**config.mk**
```make
export PLATFORM = sky130hd
export DESIGN_NAME = clk_patt_detector
export DESIGN_NICKNAME = d
export VERILOG_FILES = /design/src/rtl/clk_patt_detector.sv
export SDC_FILE = /design/constraint.sdc
export NUM_CORES = 1
export LEC_CHECK = 0
export CAP_MARGIN = 0
export CORE_UTILIZATION = 56
export CTS_CLUSTER_SIZE = 8
export DETAILED_ROUTE_END_ITERATION = 6
export GPL_ROUTABILITY_DRIVEN = 1
export HOLD_SLACK_MARGIN = 0.1
export PLACE_DENSITY = 0.82
export SLEW_MARGIN = 0
export SYNTH_ARGS = -nofsm -noshare
export SYNTH_HDL_FRONTEND = slang
export SYNTH_SLANG_ARGS = --single-unit
```
**constraint.sdc**
```tcl
create_clock -name i_clk -period 3.9 [get_ports i_clk]
set_input_delay 0.585 -clock i_clk [delete_from_list [all_inputs] [get_ports i_clk]]
set_output_delay 0.585 -clock i_clk [all_outputs]
set_load 0.05 [all_outputs]
```
**src/rtl/clk_patt_detector.sv**
```systemverilog
// Clock-pattern detector: checks the CKP, CKN and Track lanes for repeated
// 32-sample toggle / 16-sample low iterations inside a bounded window.
module clk_patt_detector #(
  parameter int ITER_PASS  = 16,
  parameter int WIN_CYCLES = 6144
) (
  input  logic       i_clk,
  input  logic       i_rst,
  input  logic       i_enable,
  input  logic       i_ckp,
  input  logic       i_ckn,
  input  logic       i_track,
  output logic       o_busy,
  output logic       o_done,
  output logic [2:0] o_lane_ok,
  output logic [1:0] o_dbg_state,
  output logic [5:0] o_dbg_lane_state
);

  localparam logic [1:0] S_IDLE   = 2'd0;
  localparam logic [1:0] S_DETECT = 2'd1;
  localparam logic [1:0] S_DONE   = 2'd2;

  localparam logic [1:0] L_IDLE = 2'd0;
  localparam logic [1:0] L_TOG  = 2'd1;
  localparam logic [1:0] L_LOW  = 2'd2;

  localparam int              ITW      = $clog2(ITER_PASS + 1);
  localparam logic [ITW-1:0]  ITER_MAX = ITW'(ITER_PASS);
  localparam logic [12:0]     WIN_LAST = 13'(WIN_CYCLES - 1);
  localparam logic [4:0]      TOG_LAST = 5'd31;
  localparam logic [3:0]      LOW_LAST = 4'd15;

  logic [1:0]  state_q, state_d;
  logic [12:0] win_q;
  logic        in_detect, det_entry, det_exit;
  logic [2:0]  smp;

  logic [1:0]     lst_q [3];
  logic [1:0]     lst_d [3];
  logic [4:0]     tog_q [3];
  logic [4:0]     tog_d [3];
  logic [3:0]     low_q [3];
  logic [3:0]     low_d [3];
  logic [ITW-1:0] it_q  [3];
  logic [ITW-1:0] it_d  [3];
  logic [2:0]     pass_q, pass_d;

  assign smp = {i_track, i_ckn, i_ckp};

  // A session ends on enable drop or window end; both at once is one transition.
  always_comb begin
    state_d = state_q;
    case (state_q)
      S_IDLE:   if (i_enable) state_d = S_DETECT;
      S_DETECT: if (!i_enable || (win_q == WIN_LAST)) state_d = S_DONE;
      S_DONE:   state_d = i_enable ? S_DETECT : S_IDLE;
      default:  state_d = S_IDLE;
    endcase
  end

  assign in_detect = (state_q == S_DETECT);
  assign det_entry = (state_d == S_DETECT) && !in_detect;
  assign det_exit  = in_detect && (state_d == S_DONE);

  // Toggle count parity gives the expected sample: odd count -> expect 0.
  always_comb begin
    for (int l = 0; l < 3; l++) begin
      lst_d[l] = L_IDLE;
      tog_d[l] = '0;
      low_d[l] = '0;
      it_d[l]  = it_q[l];
      if (in_detect) begin
        lst_d[l] = lst_q[l];
        tog_d[l] = tog_q[l];
        low_d[l] = low_q[l];
        case (lst_q[l])
          L_IDLE: begin
            if (smp[l]) begin
              lst_d[l] = L_TOG;
              tog_d[l] = 5'd1;
            end
          end
          L_TOG: begin
            if (smp[l] != tog_q[l][0]) begin
              if (tog_q[l] == TOG_LAST) begin
                lst_d[l] = L_LOW;
                tog_d[l] = '0;
                low_d[l] = '0;
              end else begin
                tog_d[l] = tog_q[l] + 5'd1;
              end
            end else begin
              it_d[l] = '0;
              if (smp[l]) begin
                tog_d[l] = 5'd1;
              end else begin
                lst_d[l] = L_IDLE;
                tog_d[l] = '0;
              end
            end
          end
          L_LOW: begin
            if (!smp[l]) begin
              if (low_q[l] == LOW_LAST) begin
                lst_d[l] = L_IDLE;
                low_d[l] = '0;
                if (it_q[l] != ITER_MAX) it_d[l] = it_q[l] + 1'b1;
              end else begin
                low_d[l] = low_q[l] + 4'd1;
              end
            end else begin
              it_d[l]  = '0;
              lst_d[l] = L_TOG;
              tog_d[l] = 5'd1;
              low_d[l] = '0;
            end
          end
          default: lst_d[l] = L_IDLE;
        endcase
      end
      pass_d[l] = pass_q[l] | (it_d[l] == ITER_MAX);
    end
  end

  always_ff @(posedge i_clk or posedge i_rst) begin
    if (i_rst) begin
      state_q   <= S_IDLE;
      win_q     <= '0;
      pass_q    <= '0;
      o_lane_ok <= '0;
      for (int l = 0; l < 3; l++) begin
        lst_q[l] <= L_IDLE;
        tog_q[l] <= '0;
        low_q[l] <= '0;
        it_q[l]  <= '0;
      end
    end else begin
      state_q <= state_d;
      if (det_entry) begin
        win_q     <= '0;
        pass_q    <= '0;
        o_lane_ok <= '0;
        for (int l = 0; l < 3; l++) begin
          lst_q[l] <= L_IDLE;
          tog_q[l] <= '0;
          low_q[l] <= '0;
          it_q[l]  <= '0;
        end
      end else begin
        if (in_detect && (win_q != WIN_LAST)) win_q <= win_q + 13'd1;
        pass_q <= pass_d;
        // Capture includes a pass earned by the final DETECT sample.
        if (det_exit) o_lane_ok <= pass_d;
        for (int l = 0; l < 3; l++) begin
          lst_q[l] <= lst_d[l];
          tog_q[l] <= tog_d[l];
          low_q[l] <= low_d[l];
          it_q[l]  <= it_d[l];
        end
      end
    end
  end

  assign o_busy           = in_detect;
  assign o_done           = (state_q == S_DONE);
  assign o_dbg_state      = state_q;
  assign o_dbg_lane_state = {lst_q[2], lst_q[1], lst_q[0]};

endmodule

```
==> impl_metrics.toml, run 1 <==
[setup_path]
rrSetupSlack_ns = 1.38
crit_path_end = "o_busy"
cp_slowest_stage_delay_ns = 0.91
critPathMaxFanout = 16
r2r_cells = 7
critPathArrivalTime_ns = 2.36
crit_path_start_kind = "flip-flop"
crit_type = "flip-flop to primary output"
cp.required_ns = 3.31
regToRegStartpoint = "o_dbg_state[1]"
crit_chain = "nand2b_1 -> inv_1 -> clkdlybuf4s50_1"
r2r-end = "o_lane_ok[1]"
crit_path_end_kind = "primary output"
cp_slowest_cell = "clkdlybuf4s50_1"
cp-startpoint = "o_dbg_state[1]"

[route]
vias_per_cell = 6.03
drc = 0
drt_wl_total_mm = 8.58
drt_iter0_drc = 273
drt-pass1-iter-count = 7
post_drt_wl_per_cell_microns = 14.4
vias = 3599
postRouteAntennaNets = 0

[grt]
track_usage_pct = 23.9
grt_max_degree = 51
grt_overflow_total = 0
grt_pass1_vias = 3324
antenna_found_initial = 0
grt_pass1_wl_mm = 14.5

[sta]
final-hold-violation-count = 0
fin_skew_ns = 0.00686
rsz0062_at_grt = "false"
setup_violations = 0
postLayoutSetupSlackWorst_ns = 0.958
period_share_pct = 75.4
tightest_slew_ns = 0.646
finalMaxSlewViolations = 0
tns_ns = 0
slew_headroom_pct = 56.9
min_period_ns = 2.94
fmax_mhz = 340

[synth]
synth_edf_count = 0
async_flop_share_pct = 100
syn-num-nets = 506
ys_types = 59
netlist.area_leader.share_pct = 41.4
avgSynthCellArea_sq_um = 8.84
yosysWarnings = 0
synth_area_sq_um = 4170
synthCells = 472
synth_seq_area_share_pct = 41.4
synth_area_leaders = "dfrtp_1, ha_1, o21ai_0"
synth_seq_cells = 69
yosysTopAreaCell = "dfrtp_1"
synthFlopType = "dfrtp_1"

[clock_tree]
cts.repair.resized = 0
clk_transition_reported_paths_ns = 0.07
h-tree-depth = 3
clk_latency_ns = 0.35
cts-buffers-inserted = 9
clk_path_buf_depth = 2
cts_tree = "yes"
ctsRootBufferMaster = "clkbuf_8"
cts.sinks = 69
hold_buffers = 0
cts_setup_buffers = 0

[floorplanning]
fp.dieArea_sq_um = 7800
die_y_microns = 88.3
row_count = 31
die_width_microns = 88.3
start_util_pct = 57.8
core_sq_um = 7210
io_pins = 19

[pwr]
ir_drop_mv = 0.196
swShare_pct = 32.8
p_int_mw = 1.10
switching_power_mw = 0.535
power_density_nw_per_um2 = 353
seq_power_share_pct = 47.9
p_leak_nw = 2.04
pwr-share-comb_pct = 19.8
pwr-share-clk_pct = 32.3

[cells_and_area]
fin_cells = 597
fin_util_pct = 64.1
nets = 527
nFillCells = 602
layout_common_cells = "dfrtp_1, nand2_1, o21ai_0, nor2_1, a21oi_1"
layout-drive-gt1-share_pct = 6.43
num_antenna_cells = 0
syn2layout_area_growth_pct = 10.8
final_common_cell = "dfrtp_1"

[placed_design]
hpwl_mm = 6.07
place_ws_ns = 1.03
io_buffers = 18
dp.cells = 581
gp_congestion = 0.918

[status]
status = "completed"

[run]
cap_viol_max_count = 0

[min_path]
hold_path_class = "flip-flop to flip-flop"
[cell usage after synthesis (all sizes together), types with 3 or more instances]
| master | n |
|---|---|
| nor2 | 42 |
| a211oi | 3 |
| o31ai | 3 |
| buf | 6 |
| nor3 | 12 |
| o21ai | 51 |
| a22o | 5 |
| nor4 | 5 |
| o41ai | 4 |
| a21oi | 33 |
| xnor2 | 4 |
| maj3 | 3 |
| nand4 | 11 |
| ha | 28 |
| nor2b | 9 |
| a22oi | 5 |
| nand2 | 52 |
| o211ai | 4 |
| a21o | 5 |
| inv | 24 |
| nand3b | 5 |
| dfrtp | 69 |
| and3 | 12 |
| a31oi | 4 |
| and2 | 5 |
| clkbuf | 6 |
| nand3 | 23 |
| nand2b | 7 |
[registers in the layout (all words and copies together), names as in the netlist]
signal / flops
it_q: 15
low_q: 12
o_dbg_lane_state: 6
o_dbg_state: 2
o_lane_ok: 3
pass_q: 3
tog_q: 15
win_q: 13
[worst max-delay path: cells and delay by family (launching register included)]
kind	cells	cell delay [ns]
buf+inv	2	1.36
flops	1	0.45
simple gates	1	0.19
[worst min path at each step]
stage	startpoint	end	slack [ns]	cells after the start
2_1_floorplan	win_q[10]	win_q[10]	0.44	1
3_3_place_gp	pass_q[0]	pass_q[0]	0.45	2
3_5_place_dp	win_q[10]	win_q[10]	0.47	1
4_1_cts	win_q[10]	win_q[10]	0.48	1
5_1_grt	win_q[10]	win_q[10]	0.50	1
6_report	win_q[10]	win_q[10]	0.49	1
[cell families (layout without fill, tap and decap cells)]
group | after synthesis | after routing | share of synthesized area [%]
xor+xnor | 6 | 6 | 1.44
fa+ha+maj | 31 | 31 | 9.12
simple gates | 198 | 198 | 24.6
flops | 69 | 69 | 41.4
mux | 2 | 2 | 0.540
buf+inv | 36 | 62 | 3.60
compound gates | 130 | 130 | 19.3
[power groups by stage]
stage | registers, mW | logic [mW] | clock network, mW
6_report | 0.782 | 0.324 | 0.528
5_1_grt | 0.787 | 0.356 | 0.574
4_1_cts | 0.782 | 0.322 | 0.544
3_5_place_dp | 0.796 | 0.321 | 0
3_3_place_gp | 0.793 | 0.315 | 0
2_1_floorplan | 0.830 | 0.199 | 0
[per-stage QoR]
step / hold slack, ns / power (mW) / instance area, sq um
floorplan: 0.437 / 1.03 / 4170
global placement: 0.454 / 1.11 / 4450
detailed placement: 0.466 / 1.12 / 4450
CTS: 0.476 / 1.65 / 4620
global route: 0.502 / 1.72 / 4620
finish: 0.487 / 1.63 / 4620
[layer usage]
metal  part of all wire (%)  up-vias  GRT usage, %
met3                    5.1       17          4.57
met4                    1.4        0          8.80
met2                     48      116          40.4
li1                       -     1759             -
met1                     46     1707          30.5
met5                      0        -             0
[area by class of cell]
type / instances / area, sq um / area share [%]
tap: 99 / 124 / 2.68
timing repair buffer: 22 / 210 / 4.55
clock buffer: 11 / 141 / 3.06
sequential: 69 / 1730 / 37.3
multi-input combinational: 367 / 2290 / 49.6
inverter: 24 / 90.1 / 1.95
clock inverter: 5 / 36.3 / 0.785
(Power assumes the default switching activity.)
==> inputs of run 2 (changes only) <==
Settings changed: CORE_UTILIZATION 56 to 55, PLACE_DENSITY 0.82 to 0.83.
Clock period 3.9 ns to 2.5 ns, I/O delays scaled along.
==> impl_metrics.toml, run 2 (synthesized netlist as in run 1, its figures left out) <==
[floorplanning]
row_count = 31
start_util_pct = 57.2
fp.dieArea_sq_um = 7940
die_y_microns = 89.1
die_width_microns = 89.1
core_sq_um = 7290
io_pins = 19

[pwr]
pwr-share-clk_pct = 33.6
ir_drop_mv = 0.447
p_leak_nw = 2.15
power_mw = 2.68
power_density_nw_per_um2 = 558
p_int_mw = 1.85
switching_power_mw = 0.835
pwr-share-comb_pct = 21.1
swShare_pct = 31.1
seq_power_share_pct = 45.3

[grt]
grt_pass1_wl_mm = 15.3
grt_max_degree = 35
grt_pass1_vias = 3474
grt_overflow_total = 0
track_usage_pct = 24.8
antenna_found_initial = 0

[route]
postRouteAntennaNets = 0
vias_per_cell = 5.92
post_drt_wl_per_cell_microns = 14.9
drt_wl_total_mm = 9.14
vias = 3635
drc = 0
drt-pass1-iter-count = 4
drt_iter0_drc = 233

[clock_tree]
clk_transition_reported_paths_ns = 0.08
cts-buffers-inserted = 9
hold_buffers = 0
cts_tree = "yes"
cts.sinks = 69
ctsRootBufferMaster = "clkbuf_8"
clk_path_buf_depth = 2
h-tree-depth = 3
clk_latency_ns = 0.33

[setup_path]
crit_type = "flip-flop to flip-flop"
cp_slowest_cell = "dfrtp_1"
critPathArrivalTime_ns = 2.61
cp.required_ns = 2.75
crit_chain = "inv_1 -> ha_1 -> nand3b_1 -> a21oi_4 -> a31oi_1 -> a211o_1 -> or4_4 -> a31oi_1"
crit_path_start_kind = "flip-flop"
cp_slowest_stage_delay_ns = 0.43
critPathMaxFanout = 5
path_common_cell = "a31oi_1"
r2r_cells = 8
crit_path_end_kind = "flip-flop"

[run]
cap_viol_max_count = 0

[sta]
min_period_ns = 2.36
fmax_mhz = 424
fin_skew_ns = 0.00762
period_share_pct = 94.4
rsz0062_at_grt = "false"
slew_headroom_pct = 65.8
final-hold-violation-count = 0
finalMaxSlewViolations = 0
tightest_slew_ns = 0.508
setup_violations = 0
tns_ns = 0

[cells_and_area]
layout_common_cells = "dfrtp_1, nand2_1, o21ai_0, nor2_1, a21oi_1"
final_common_cell = "dfrtp_1"
reg_top3 = "it_q (15), tog_q (15), win_q (13)"
syn2layout_area_growth_pct = 15.1
nets = 544
num_antenna_cells = 0
layout-drive-gt1-share_pct = 10.1

[placed_design]
gp_congestion = 0.907
io_buffers = 18
hpwl_mm = 6.88

[status]
status = "completed"

[min_path]
hold_path_class = "input pin to async pin"
[run 2: changes by cell type in the layout (fill, tap and decap cells not counted), sizes merged]
cell           change
buf               +18
bufinv             +1
clkbuf             -1
clkdlybuf4s50      -1
[run 2: path summary, 6_finish.rpt]
kind	slack [ns]	to	startpoint
min in group i_clk	0.48	win_q[10]	win_q[10]
hold / removal	0.35	o_dbg_lane_state[0]	i_rst
setup / recovery	0.14	o_lane_ok[2]	o_dbg_lane_state[5]
max in group asynchronous	1.55	o_dbg_state[0]	i_rst
setup reg to reg	0.14	o_lane_ok[2]	o_dbg_lane_state[5]
hold reg to reg	0.48	win_q[10]	win_q[10]
[run 2: cell type report]
| cell class | instances | area [sq um] |
|---|---|---|
| inverters | 24 | 90.1 |
| multi-input cells | 367 | 2300 |
| clock buffers | 10 | 138 |
| fillers | 577 | 2490 |
| well taps | 99 | 124 |
| flip-flops and latches | 69 | 1730 |
| repair buffers | 39 | 360 |
| clock inverters | 6 | 62.6 |
[run 2: timing repair]
item | 4_1_cts | 5_1_grt
resized for setup | 0 | 1
setup buffers | 0 | 1
endpoints found under the setup margin | 0 | 2
[run 2: power groups by stage]
stage | clock, mW | sequential [mW] | combinational (mW)
after floorplan | 0 | 1.29 | 0.310
after global placement | 0 | 1.23 | 0.533
after detailed placement | 0 | 1.24 | 0.553
after CTS | 0.914 | 1.22 | 0.557
after global routing | 0.972 | 1.22 | 0.621
final | 0.901 | 1.22 | 0.565
[run 2: layer usage]
metal | global-route usage [%] | routed length (microns)
met5 | 0 | 0
met4 | 11.7 | 144
met3 | 3.69 | 419
met2 | 40.9 | 4470
met1 | 32.3 | 4110
[run 2: metrics by stage]
step,hold slack (ns),setup slack (ns),instances,cell area [sq um],util [%]
2_1_floorplan,0.437,0.0223,472,4170,-
3_3_place_gp,0.456,0.175,597,4590,62.9
3_5_place_dp,0.459,0.0700,597,4590,62.9
4_1_cts,0.349,0.127,613,4790,65.7
5_1_grt,0.402,0.000893,614,4800,65.9
6_report,0.348,0.140,614,4800,65.9
[run 2: critical path, delay by kind of cell (launching register included)]
family	cells	cell delay, ns
compound gates	4	0.85
flops	1	0.43
buf+inv	1	0.09
simple gates	2	0.58
fa+ha+maj	1	0.33
==> inputs of run 3 (changes only) <==
Settings changed: REMOVE_ABC_BUFFERS set to 1.
==> impl_metrics.toml, run 3 (synthesized netlist as in run 1, its figures left out) <==
[clock_tree]
cts_tree = "yes"
cts-buffers-inserted = 9
ctsRootBufferMaster = "clkbuf_8"
clk_transition_reported_paths_ns = 0.07
cts.repair.resized = 0
hold_buffers = 0
clk_path_buf_depth = 2
clk_latency_ns = 0.35
cts.sinks = 69
h-tree-depth = 3

[sta]
holdWs_ns = 0.338
period_share_pct = 93.7
min_period_ns = 2.34
slew_headroom_pct = 64.5
postLayoutSetupSlackWorst_ns = 0.156
tns_ns = 0
finalMaxSlewViolations = 0
fmax_mhz = 427
rsz0062_at_grt = "false"
tightest_slew_ns = 0.531
setup_violations = 0
final-hold-violation-count = 0
fin_skew_ns = 0.00756

[setup_path]
crit_type = "flip-flop to flip-flop"
crit_path_end_kind = "flip-flop"
critPathMaxFanout = 4
crit_path_start_kind = "flip-flop"
r2r_cells = 8
cp.required_ns = 2.77
critPathArrivalTime_ns = 2.61

[grt]
grt_pass1_wl_mm = 15.4
grt_max_degree = 54
grt_overflow_total = 0
antenna_found_initial = 0
track_usage_pct = 25.5
grt_pass1_vias = 3484

[cells_and_area]
final_common_cell = "dfrtp_1"
num_antenna_cells = 0
nets = 542
layout_common_cells = "dfrtp_1, nand2_1, o21ai_0, nor2_1, a21oi_1"
syn2layout_area_growth_pct = 14.1
fin_util_pct = 65.3
reg_top3 = "it_q (15), tog_q (15), win_q (13)"
nFillCells = 631
layout-drive-gt1-share_pct = 8.81

[placed_design]
place_ws_ns = 0.114
hpwl_mm = 6.75
io_buffers = 18
gp_congestion = 0.917

[route]
drc = 0
drt_iter0_drc = 196
postRouteAntennaNets = 0
post_drt_wl_per_cell_microns = 15.3
drt_wl_total_mm = 9.32
vias = 3699
drt-pass1-iter-count = 5
vias_per_cell = 6.06

[pwr]
ir_drop_mv = 0.321
power_mw = 2.65
p_leak_nw = 2.13
power_density_nw_per_um2 = 556

[floorplanning]
die_width_microns = 89.1
io_pins = 19
start_util_pct = 57.2
die_y_microns = 89.1
core_sq_um = 7290
fp.dieArea_sq_um = 7940
row_count = 31

[min_path]
hold_path_class = "input pin to async pin"

[run]
cap_viol_max_count = 0

[status]
status = "completed"
run 3: cell types whose count changed in the layout (fill, tap and decap cells not counted), sizes merged:
cell      before  now
clkinvlp       3    0
buf           22   20
clkinv         2    1
clkbuf        10   12
run 3: worst paths after layout:
check	start	endpoint	slack, ns
min	i_rst	tog_q[2]	0.34
max reg2reg	o_dbg_lane_state[4]	o_lane_ok[2]	0.16
max	o_dbg_lane_state[4]	o_lane_ok[2]	0.16
min reg2reg	win_q[10]	win_q[10]	0.48
max in group asynchronous	i_rst	win_q[9]	1.54
min in group i_clk	win_q[10]	win_q[10]	0.48
run 3: routing by layer:
metal	up-vias	global-route usage, %	wire length (microns)	share of wire, %
met5	-	0	0	0
met4	0	12.7	280	3.0
met3	33	6.74	362	3.9
met1	1775	31.2	4130	44
met2	101	41.9	4540	49
li1	1790	-	-	-
run 3: final cells by class:
cell class,count,area [sq um],area share [%]
Clock inverter,2,35.0,0.736
Clock buffer,12,145,3.05
Tap cell,99,124,2.60
Inverter,24,90.1,1.89
Timing Repair Buffer,37,345,7.25
Multi-Input combinational cell,367,2290,48.2
Sequential cell,69,1730,36.3
run 3: timing repair:
item,in CTS,in global routing
setup endpoints to repair,0,1
endpoints found under the hold margin,0,0
buffers inserted,0,3
run 3: where the power goes:
group | switching, mW | internal [mW]
Sequential | 0.0545 | 1.16
Clock | 0.395 | 0.476
Combinational | 0.359 | 0.200
Total | 0.809 | 1.84
run 3: per-stage QoR:
step,instance area (sq um),cells
after CTS,4740,607
after detailed placement,4560,593
final,4760,610
after global placement,4560,593
after floorplan,4110,460
after global routing,4760,610
run 3: critical path: stages, from the launching register on:
cell and delay [ns]:
dfrtp_1 0.39, inv_1 0.08, ha_1 0.33, and3b_1 0.24
nand2_2 0.11, nor4_2 0.30, a21oi_1 0.10, or4_4 0.55
a31oi_1 0.16
